==> config.mk <==
export PLATFORM = sky130hd
export DESIGN_NAME = fifo_stream_reader
export DESIGN_NICKNAME = d
export VERILOG_FILES = /design/src/rtl/fifo_stream_reader_pkg.sv /design/src/rtl/fifo_stream_reader_buf.sv /design/src/rtl/fifo_stream_reader.sv
export SDC_FILE = /design/constraint.sdc
export NUM_CORES = 1
export LEC_CHECK = 0
export BUFFER_PORTS_ARGS = -buffer_cell sky130_fd_sc_hd__clkbuf_2
export CAP_MARGIN = 40
export CORE_MARGIN = 5
export CORE_UTILIZATION = 45
export DETAILED_ROUTE_END_ITERATION = 10
export GPL_TIMING_DRIVEN = 0
export HOLD_SLACK_MARGIN = 0.08
export MAX_ROUTING_LAYER = met4
export PLACE_DENSITY_LB_ADDON = 0.05
export REMOVE_ABC_BUFFERS = 1
export SLEW_MARGIN = 20
export SYNTH_ARGS = -nofsm -noshare
export SYNTH_HDL_FRONTEND = slang
export SYNTH_SLANG_ARGS = --single-unit
export TNS_END_PERCENT = 100
==> constraint.sdc <==
create_clock -name clk -period 2 [get_ports clk]
set_clock_uncertainty 0.2 [all_clocks]
set_input_delay 0.1 -clock clk [delete_from_list [all_inputs] [get_ports clk]]
set_output_delay 0.1 -clock clk [all_outputs]
set_load 0.02 [all_outputs]
==> src/rtl/fifo_stream_reader_pkg.sv <==
// Shared constants, index types and the mod-3 index helper for the
// FIFO stream reader's small elastic buffer.
package fifo_stream_reader_pkg;

    localparam int RD_BUF_DEPTH = 3;

    typedef logic [1:0] occ_t;
    typedef logic [1:0] idx_t;

    // Indices count 0,1,2 and then wrap back to 0.
    function automatic idx_t idx_inc(input idx_t idx);
        return (idx == idx_t'(RD_BUF_DEPTH - 1)) ? idx_t'(0) : idx + idx_t'(1);
    endfunction

endpackage

==> src/rtl/fifo_stream_reader_buf.sv <==
// Three-entry circular buffer that soaks up the FIFO read latency so the
// stream side can keep one beat per clock while still honouring backpressure.
module fifo_stream_reader_buf
    import fifo_stream_reader_pkg::*;
#(
    parameter int DATA_W = 8
) (
    input  logic              clk,
    input  logic              rst_n,
    input  logic              push,
    input  logic              pop,
    input  logic [DATA_W-1:0] din,
    output logic [DATA_W-1:0] dout,
    output occ_t              occ
);

    logic [DATA_W-1:0] mem_q [RD_BUF_DEPTH];
    idx_t              head_q, head_d;
    idx_t              tail_q, tail_d;
    occ_t              occ_q, occ_d;

    always_comb begin
        head_d = pop  ? idx_inc(head_q) : head_q;
        tail_d = push ? idx_inc(tail_q) : tail_q;
        occ_d  = occ_q;
        if (push && !pop) begin
            occ_d = occ_q + occ_t'(1);
        end else if (pop && !push) begin
            occ_d = occ_q - occ_t'(1);
        end
    end

    always_ff @(posedge clk or negedge rst_n) begin
        if (!rst_n) begin
            head_q <= '0;
            tail_q <= '0;
            occ_q  <= '0;
        end else begin
            head_q <= head_d;
            tail_q <= tail_d;
            occ_q  <= occ_d;
        end
    end

    // Payload storage carries no reset; its contents only matter once occ says so.
    always_ff @(posedge clk) begin
        if (push) begin
            mem_q[tail_q] <= din;
        end
    end

    assign dout = mem_q[head_q];
    assign occ  = occ_q;

endmodule

==> src/rtl/fifo_stream_reader.sv <==
// Drains a synchronous FIFO with one-cycle read latency and re-presents the
// bytes as a valid/ready stream with burst framing and a running beat count.
module fifo_stream_reader
    import fifo_stream_reader_pkg::*;
#(
    parameter int DATA_W    = 8,
    parameter int BURST_LEN = 4,
    parameter int CNT_W     = 16
) (
    input  logic              clk,
    input  logic              rst_n,
    input  logic              enable,
    input  logic              fifo_empty,
    output logic              fifo_rd,
    input  logic [DATA_W-1:0] fifo_data,
    output logic              m_valid,
    input  logic              m_ready,
    output logic [DATA_W-1:0] m_data,
    output logic              m_last,
    output logic [CNT_W-1:0]  beat_count
);

    localparam int            BW         = (BURST_LEN > 1) ? $clog2(BURST_LEN) : 1;
    localparam logic [BW-1:0] BURST_LAST = BW'(BURST_LEN - 1);

    occ_t             occ;
    logic             pending_q;
    logic             handshake;
    logic [2:0]       credit_used;
    logic [BW-1:0]    burst_cnt_q, burst_cnt_d;
    logic [CNT_W-1:0] beat_cnt_q, beat_cnt_d;

    // A pop in flight already owns a buffer slot, so it counts against the credit.
    assign credit_used = {1'b0, occ} + {2'b00, pending_q};
    assign fifo_rd     = rst_n & enable & ~fifo_empty & (credit_used < 3'(RD_BUF_DEPTH));

    assign m_valid     = (occ != '0);
    assign handshake   = m_valid & m_ready;
    assign m_last      = m_valid & (burst_cnt_q == BURST_LAST);
    assign beat_count  = beat_cnt_q;

    always_comb begin
        burst_cnt_d = burst_cnt_q;
        beat_cnt_d  = beat_cnt_q;
        if (handshake) begin
            beat_cnt_d  = beat_cnt_q + CNT_W'(1);
            burst_cnt_d = (burst_cnt_q == BURST_LAST) ? '0 : burst_cnt_q + BW'(1);
        end
    end

    always_ff @(posedge clk or negedge rst_n) begin
        if (!rst_n) begin
            pending_q   <= 1'b0;
            burst_cnt_q <= '0;
            beat_cnt_q  <= '0;
        end else begin
            pending_q   <= fifo_rd;
            burst_cnt_q <= burst_cnt_d;
            beat_cnt_q  <= beat_cnt_d;
        end
    end

    fifo_stream_reader_buf #(
        .DATA_W (DATA_W)
    ) u_buf (
        .clk   (clk),
        .rst_n (rst_n),
        .push  (pending_q),
        .pop   (handshake),
        .din   (fifo_data),
        .dout  (m_data),
        .occ   (occ)
    );

endmodule

After elaboration in Yosys (flattened, before gate mapping)
Memory sizes are Yosys's and may differ from the RTL's.
Cells that the tools add are included.
{"block": "word_totals", "ff_bits": 25, "ramBits": 24, "inputBits": 13, "elab_cells": 37, "memories": 1}
{"block": "classes", "n_addsub": 7, "n_lt_le_gt_ge": 1, "eq_ne": 3, "muxes": 7, "n_bitwise": 6, "n_reduce_logical": 6}
{"name": "u_buf.mem_q", "words": 3, "word_bits": 8, "read_ports": 1, "rd_ports_with_merged_regs": 0, "wr": 1, "line_no": "fifo_stream_reader_buf.sv:17", "source": "logic [DATA_W-1:0] mem_q [RD_BUF_DEPTH];"}
{"operator": "16-bit by 1-bit adder with 16-bit output, second input constant", "n": 1}
{"operator": "2-bit 2-to-1 mux", "n": 5}
{"operator": "2-bit by 1-bit adder with 2-bit output, second input constant", "n": 4}
{"operator": "2-bit equality test, second input constant", "n": 3}
{"operator": "1-bit AND", "n": 5}
{"operator": "2-bit nonzero test", "n": 2}
{"operator": "2-bit by 1-bit adder with 3-bit output", "n": 1}
{"operator": "3-bit by 2-bit less-than comparator with 1-bit output, second input constant", "n": 1}
{"operator": "1-bit logical AND", "n": 2}
{"operator": "1-bit zero test", "n": 2}
{"operator": "1-bit 2-to-1 mux", "n": 2}
{"operator": "2-bit by 1-bit subtractor with 2-bit output, second input constant", "n": 1}
{"operator": "1-bit NOT", "n": 1}

Logic depth before layout (Yosys ltp)
Gate-level depths: netlist (run 1).
{"block": "logic_depth", "ltp_word": 5, "mapped_depth": 8, "ltp_nobuf": 7}

Hierarchy
A second synthesis (run 1) with hierarchy kept.
{"block": "hier_totals", "hier_cells": 150, "area_unflattened_um2": 2070.7}
{"module": "fifo_stream_reader_buf", "instances": 1, "cells_per_inst": 74, "area_each_um2": 1159.9, "seq_area_each_um2": 870.8}
{"module": "fifo_stream_reader", "instances": 1, "cells_per_inst": 76, "area_each_um2": 910.9, "seq_area_each_um2": 475.5}

Worst setup path after synthesis (run 1)
Ideal clock, no wire load.
{"block": "synth_path", "path_type": "register to register", "from": "reg u_buf.occ_q[0] (netlist: u_buf.occ[0])", "to": "reg pending_q", "arrival_ns": 2.094, "path_slack_ns": -0.542, "path_stages_with_launch": 4, "path_cell_list": "dfrtp_1 -> ha_1 -> ha_1 -> a2111oi_0"}
{"block": "synth_via", "elab_chain_len": 3}
{"element": "start, declared", "line_no": "fifo_stream_reader_buf.sv:20", "source": "occ_t occ_q, occ_d;"}
{"element": "start signal, assigned", "line_no": "fifo_stream_reader_buf.sv:37", "source": "occ_q <= '0;"}
{"element": "start signal, assigned", "line_no": "fifo_stream_reader_buf.sv:41", "source": "occ_q <= occ_d;"}
{"element": "2-bit by 1-bit adder with 3-bit output", "line_no": "fifo_stream_reader.sv:34", "source": "assign credit_used = {1'b0, occ} + {2'b00, pending_q};"}
{"element": "3-bit by 2-bit less-than comparator with 1-bit output", "line_no": "fifo_stream_reader.sv:35", "source": "assign fifo_rd = rst_n & enable & ~fifo_empty & (credit_used < 3'(RD_BUF_DEPTH));"}
{"element": "1-bit AND", "line_no": "fifo_stream_reader.sv:35"}
{"element": "net fifo_rd", "line_no": "fifo_stream_reader.sv:14", "source": "output logic fifo_rd,"}
{"element": "end signal, assigned", "line_no": "fifo_stream_reader.sv:57", "source": "pending_q <= fifo_rd;"}
{"element": "end, declared", "line_no": "fifo_stream_reader.sv:27", "source": "logic pending_q;"}
The timed path passes the listed nets, and every way through them passes these cells.
A chain may end at the register's enable or synchronous reset.

Final worst setup path (run 1)
{"block": "layout_path", "from": "reg u_buf.occ_q[0] (netlist: u_buf.occ[0])", "to": "out fifo_rd"}
{"block": "layout_via", "elab_chain_len": 3}
{"element": "2-bit by 1-bit adder with 3-bit output", "line_no": "fifo_stream_reader.sv:34"}
{"element": "3-bit by 2-bit less-than comparator with 1-bit output", "line_no": "fifo_stream_reader.sv:35"}
{"element": "1-bit AND", "line_no": "fifo_stream_reader.sv:35"}
{"element": "end, declared", "line_no": "fifo_stream_reader.sv:14"}
No other way between the ends.

==> summary.md, run 1 <==
| Metric | Value |
|---|---|
| Layout fillers | between 300 and 400 |
| Vias per std cell | 4.97 |
| Drt pass-1 iters | 4 |
| Critical Path Slowest Stage Cell | dfrtp_2 |
| Outcome | completed |
| Initial antenna violation count | 0 |
| Psw | 1.10 mW |
| Overflow after GRT | 0 |
| Syn avg cell area | ~13 sq um |
| First-pass GRT wire length | between 6000 and 7000 um |
| Prevailing post-synth register cell | dfrtp_1 |
| Power Internal | roughly 2.1 mW |
| Cells after Synth | ~160 |
| WL final | 3900 um |
| Synth cell types | 29 |
| Slew headroom | 0.509 |
| Commonest cells after routing, fill and taps aside | clkbuf_2 (38), nand2_1 (25), dfrtp_1 (24), edfxtp_1 (24), dlygate4sd3_1 (12) |
| Final hold viol count | 0 |
| Worst Path Max Fanout | 4 |
| Area of the multi-input gates | 727 sq um |
| Max incr delay on CP | around 0.45 ns |
| Num rows | 24 |
| Chip Height | about 77 um |
| Die width | roughly 77 um |
| Post-layout util | 0.614 |
| EDFF count, synth | 24 |
| Synth Cell Area | 2040 sq um |
| Final period utilization | 0.993 |
| #FFs+latches synth | a little under 50 |
| Share of cells above drive strength 1 | 0.333 |
| Max H-tree Level | 2 |
| Num ports | 40 |
| Clock slew at reported path FFs | roughly 0.090 ns |
| Post-DRT Antenna Nets | 0 |
| GP Congestion | approximately 0.74 |
| Clk_lat worst skew | just under 0.3 ns |
| Total GRT Usage | 0.143 |
| Reg power frac | 0.461 |
| Vias | about 1400 |
| Clk pwr share | 0.213 |
| Post-DR wirelength/cell | 14.2 um |
| Ant diodes | 0 |
| Starting DRT DRC Count | slightly below 80 |
| Worst EP required | ~1.7 ns |
| Asr flop ratio synth | 0.510 |
| Port bufs | 39 |
| Critical path startpoint category | flip-flop |
| Max Fclk | around 500 MHz |
| Worst hold slack | 0.134 ns |
| Cell Pwr Density | approximately 1200 nW/um^2 |
| Number of global-route vias before repair | roughly 1400 |
| Initial Utilization | 0.464 |
| Register area share after synthesis | 0.661 |
| Layout area overhead | 32.3% |
| Fin. max-slew vios | 0 |
| Setup CP Type | reg -> out |
| YS warnings | 0 |
| Maximum vdd drop | approximately 0.00070 V |
| LEAKAGE | ~1.2 nW |
| CTS Root Cell | clkbuf_8 |
| Worst Tran Pin Value | 0.733 ns |
| Fin crit period | just under 2 ns |
| Worst Path Buf+Inv | 1 |
| Setup Viol. Count Final | 0 |
| Clock Tree Buf Depth | 2 |
| Dpl hpwl | 2630 um |
| Reg area | about 1300 sq um |
| Largest net degree at the start of global routing | 26 |
| Core area | roughly 4400 sq um |
| Max Cap Violations | 0 |
| Commonest non-fill, non-tap cell in the layout | clkbuf_2 |
| Die area | 5970 sq um |
| CTS sink cnt | 49 |
| Num CTS Buffers | 5 |
| DRC | 0 |
| Comb power frac | 0.326 |
| Worst path top cell family by delay | flip-flops |
| RSZ-0062 raised after global routing | true |
| Layout Cells excl Fill | 274 |
| Final net count | between 200 and 250 |
| CTS tree | yes |
| Critical path cell sequence | ha_2 -> ha_4 -> a2111oi_4 -> buf_4 |
| Placed insts | 242 |
| Sw frac | 0.345 |
| WP data arrival | between 1.5 and 2 ns |
| Total power | between 3 and 4 mW |
| CP endpoint kind | output pin |
| Class of the worst hold path | in -> async |
==> tightest hold or removal path, delay by kind of cell <==
family,cells,cell delay (ns)
buffers and inverters,3,0.89
==> synth_stat cells (3+ instances only) <==
| cell type | n | share of area |
|---|---|---|
| dfrtp_1 | 25 | 0.31 |
| nand2_1 | 25 | 0.046 |
| edfxtp_1 | 24 | 0.35 |
| o21ai_0 | 9 | 0.022 |
| xnor2_1 | 9 | 0.039 |
| xor2_1 | 9 | 0.039 |
| mux2i_1 | 8 | 0.039 |
| nor2_1 | 8 | 0.015 |
| ha_1 | 5 | 0.031 |
| a21o_1 | 4 | 0.015 |
| nand3_1 | 4 | 0.0098 |
| nor3_1 | 4 | 0.0098 |
| clkbuf_1 | 3 | 0.0055 |
==> flip-flops by register name (all words and copies together), names as in the netlist <==
| name | cells |
|---|---|
| u_buf.mem_q | 24 |
| beat_count | 16 |
| burst_cnt_q | 2 |
| u_buf.head_q | 2 |
| u_buf.occ | 2 |
| u_buf.tail_q | 2 |
| pending_q | 1 |
==> stage by stage <==
stage / worst slack (ns) / setup TNS [ns] / area [sq um]
2_1_floorplan: -0.542 / -0.961 / 2010
3_3_place_gp: -0.137 / -1.97 / 2270
3_5_place_dp: -0.103 / -0.354 / 2280
4_1_cts: -0.00864 / -0.00924 / 2590
5_1_grt: -0.0674 / -0.258 / 2690
6_report: 0.0149 / 0 / 2690
==> repair_timing <==
action,CTS,global route
cloned,0,0
hold buffers,13,0
setup buffers,3,7
endpoints found under the setup margin,6,8
endpoints found under the hold margin,55,0
gates resized for setup,9,11
pin swaps,2,7
==> final timing paths <==
check,start,to,slack [ns],cells past startpoint
max,u_buf.occ[0]$_DFFE_PN0P_,fifo_rd,0.01,4
min,rst_n,beat_count[15]$_DFFE_PN0P_,0.13,3
max reg2reg,u_buf.occ[0]$_DFFE_PN0P_,beat_count[11]$_DFFE_PN0P_,0.01,6
min reg2reg,beat_count[15]$_DFFE_PN0P_,beat_count[15]$_DFFE_PN0P_,0.26,1
max in group asynchronous,rst_n,u_buf.occ[0]$_DFFE_PN0P_,1.30,3
min in group clk,beat_count[15]$_DFFE_PN0P_,beat_count[15]$_DFFE_PN0P_,0.26,1
==> power by group through the flow <==
stage	clock network (mW)	logic, mW	registers (mW)
2_1_floorplan	0	0.522	1.50
5_1_grt	0.750	1.14	1.50
3_3_place_gp	0	0.824	1.47
3_5_place_dp	0	0.861	1.49
4_1_cts	0.706	0.978	1.46
6_report	0.679	1.04	1.47
==> routing by layer <==
layer,vias to the layer above,track usage,share of wire
met3,4,0.0410,0.052
met2,36,0.231,0.50
met4,0,0.0378,0.0087
li1,672,-,-
met1,649,0.177,0.44
met5,-,-,0
==> cell type report <==
class,instances,share of cell area
clock buffer,5,0.0256
clock inverter,3,0.0153
inverter,3,0.00697
multi-input combinational,99,0.270
sequential,49,0.500
tap,52,0.0242
timing repair buffer,63,0.158
==> cell families after synthesis <==
family / share of synthesized area
AND/OR/NAND/NOR: 0.131
flip-flops: 0.661
XOR/XNOR: 0.0774
AO/OA/AOI/OAI: 0.0412
buffers and inverters: 0.0190
multiplexers: 0.0393
adder cells (fa/ha/maj): 0.0307
No activity file was read; power rests on OpenSTA's default activity.
==> run 2, diff against run 1 <==
- clock period: 2 -> 2.2 ns (I/O delays scaled with it)
==> run 2 against run 1 <==
Power down 12%; worst setup slack better by 0.092 ns; clock-buffer cell count unchanged; global-route usage down 0.15 points; sequential cell count unchanged; sequential power down 9.5%; non-clock buffer count down 9; die area unchanged; via count down 2.9%; critical path type unchanged.
==> summary.md, run 2 (same netlist as run 1, synthesis figures left out) <==
| Metric | Value |
|---|---|
| Outcome | completed |
| Clock slew at reported path FFs | 0.08 ns (about the same) |
| CP endpoint kind | output pin |
| CTS sink cnt | 49 (unchanged) |
| Critical path startpoint category | flip-flop |
| Final instance area | 2570 sq um (-4.6%) |
| Core area | 4380 sq um (unchanged) |
| Fin. max-slew vios | 0 (unchanged) |
| Hold path cells | 4 |
| Cell Pwr Density | 1090 nW/um^2 (-8.1%) |
| Largest register FFs | 24 (unchanged) |
| RSZ-0062 raised after global routing | true |
| Max incr delay on CP | 0.43 ns (-0.02 ns) |
| Clock Tree Buf Depth | 2 (unchanged) |
| Die width | 77.3 um (unchanged) |
| Vias | 1322 (-2.9%) |
| Setup Viol. Count Final | 0 (unchanged) |
| Initial antenna violation count | 0 (unchanged) |
| Layout area overhead | 26.1% |
| Setup TNS | 0 ns (unchanged) |
| Post-DRT Antenna Nets | 0 (unchanged) |
| First-pass GRT wire length | 6490 um (-1.2%) |
| Port bufs | 39 (unchanged) |
| Setup WS pre-CTS | 0.0972 ns (+0.200 ns) |
| Slew headroom | 0.510 (+0.00103) |
| Critical path cell sequence | ha_1 -> ha_1 -> a2111oi_4 -> buf_4 |
| Ant diodes | 0 (unchanged) |
| Overflow after GRT | 0 (unchanged) |
| Total GRT Usage | 0.142 (-0.00153) |
| Die area | 5970 sq um (unchanged) |
| Number of global-route vias before repair | 1345 (-1.4%) |
| Layout Cells excl Fill | 265 (-3.3%) |
| Placed Area | 2280 sq um (unchanged) |
| Class of the worst hold path | in -> reg |
| Worst Path Max Fanout | 4 (unchanged) |
| Largest net degree at the start of global routing | 26 (unchanged) |
| Vias per std cell | 4.99 (+0.43%) |
| Placed insts | 242 (unchanged) |
| Fin crit period | around 2.1 ns |
| Post-DR wirelength/cell | 14.5 um (+1.6%) |
| Worst EP required | 1.89 ns (+0.19 ns) |
| GP Congestion | 0.736 (unchanged) |
| WP data arrival | 1.78 ns (+0.09 ns) |
| Max Fclk | ~480 MHz |
| Chip Height | 77.3 um (unchanged) |
| DRC | 0 (unchanged) |
| Sw frac | 0.349 (+0.00373) |
| LEAKAGE | 1.16 nW (-2.3%) |
| Drt pass-1 iters | 4 (unchanged) |
| Starting DRT DRC Count | 79 (unchanged) |
| Final period utilization | 0.951 |
| Reg power frac | 0.477 (+0.016) |
| Biggest register | u_buf.mem_q |
| PnR worst setup slack | 0.107 ns (+0.0925 ns) |
| Num ports | 40 (unchanged) |
| Max Cap Violations | 0 (unchanged) |
| Total power | 2.80 mW (-12%) |
| Power Internal | 1.82 mW (-13%) |
| WL final | 3830 um (-1.7%) |
| Post-layout util | 0.586 (-0.0285) |
| Final net count | 230 (-3.8%) |
| Worst Reg-to-Reg Cells | 6 (unchanged) |
| Share of cells above drive strength 1 | 0.272 (-0.0610) |
| Layout fillers | 376 (+4.7%) |
| Num CTS Buffers | 5 (unchanged) |
| Commonest cells after routing, fill and taps aside | clkbuf_2 (38), nand2_1 (25), dfrtp_1 (25), edfxtp_1 (24), dlygate4sd3_1 (11) |
| Psw | 0.976 mW (-11%) |
| Clk_lat worst skew | 0.29 ns (about the same) |
| CTS Root Cell | clkbuf_8 |
| Worst Tran Pin Value | 0.731 ns (-0.00154 ns) |
| Critical Path Slowest Stage Cell | dfrtp_1 |
| Comb power frac | 0.301 (-0.025) |
| Dpl hpwl | 2630 um (unchanged) |
| Commonest non-fill, non-tap cell in the layout | clkbuf_2 |
| Worst hold slack | 0.123 ns (-0.0110 ns) |
| Initial Utilization | 0.464 (unchanged) |
| Clk pwr share | 0.221 (+0.008) |
| Num rows | 24 (unchanged) |
| Setup CP Type | reg -> out |
| CTS tree | yes |
| Maximum vdd drop | 0.000585 V (-16%) |
| Final hold viol count | 0 (unchanged) |
| Max H-tree Level | 2 (unchanged) |
| Critical Path Most Common Cell | ha_1 |
run 2: repair_timing:
item	CTS	global route
hold buffers	13	0
resized for setup	4	2
endpoints found under the setup margin	1	5
setup buffers	1	0
pin swaps	0	2
hold endpoints to repair	54	0
run 2: final cells by class:
class | instances | area, sq um | area share
multi-input cells | 99 | 679 | 0.265
well taps | 52 | 65.1 | 0.0253
flip-flops and latches | 49 | 1350 | 0.524
clock buffers | 5 | 68.8 | 0.0268
inverters | 3 | 11.3 | 0.00439
clock inverters | 3 | 41.3 | 0.0161
repair buffers | 54 | 355 | 0.138
run 2: final timing paths:
check / to / slack (ns) / start
worst max-delay path: fifo_rd / 0.11 / u_buf.occ[0]$_DFFE_PN0P_
worst min-delay path: pending_q$_DFF_PN0_ / 0.12 / enable
worst max register to register: u_buf.occ[1]$_DFFE_PN0P_ / 0.14 / u_buf.occ[0]$_DFFE_PN0P_
worst min register to register: beat_count[15]$_DFFE_PN0P_ / 0.26 / beat_count[15]$_DFFE_PN0P_
max in group asynchronous: u_buf.occ[1]$_DFFE_PN0P_ / 1.50 / rst_n
min in group asynchronous: beat_count[15]$_DFFE_PN0P_ / 0.15 / rst_n
run 2: worst max-delay path, delay by kind of cell, from the launching register on:
| kind | cells | cell delay (ns) |
|---|---|---|
| flops | 1 | 0.43 |
| compound gates | 1 | 0.33 |
| fa+ha+maj | 2 | 0.53 |
| buf+inv | 1 | 0.20 |
run 2: power by group through the flow:
| stage | clock network [mW] | logic, mW | registers, mW |
|---|---|---|---|
| after floorplan | 0 | 0.474 | 1.37 |
| after global placement | 0 | 0.749 | 1.34 |
| after detailed placement | 0 | 0.783 | 1.36 |
| after CTS | 0.641 | 0.852 | 1.33 |
| after global routing | 0.682 | 0.929 | 1.36 |
| final | 0.619 | 0.843 | 1.33 |
run 2: routing by layer:
layer	global-route usage	wire length (um)	vias up
met2	0.231	1930	30
met4	0.0361	34	0
met1	0.176	1690	637
li1	-	-	651
met5	-	0	-
met3	0.0386	185	4
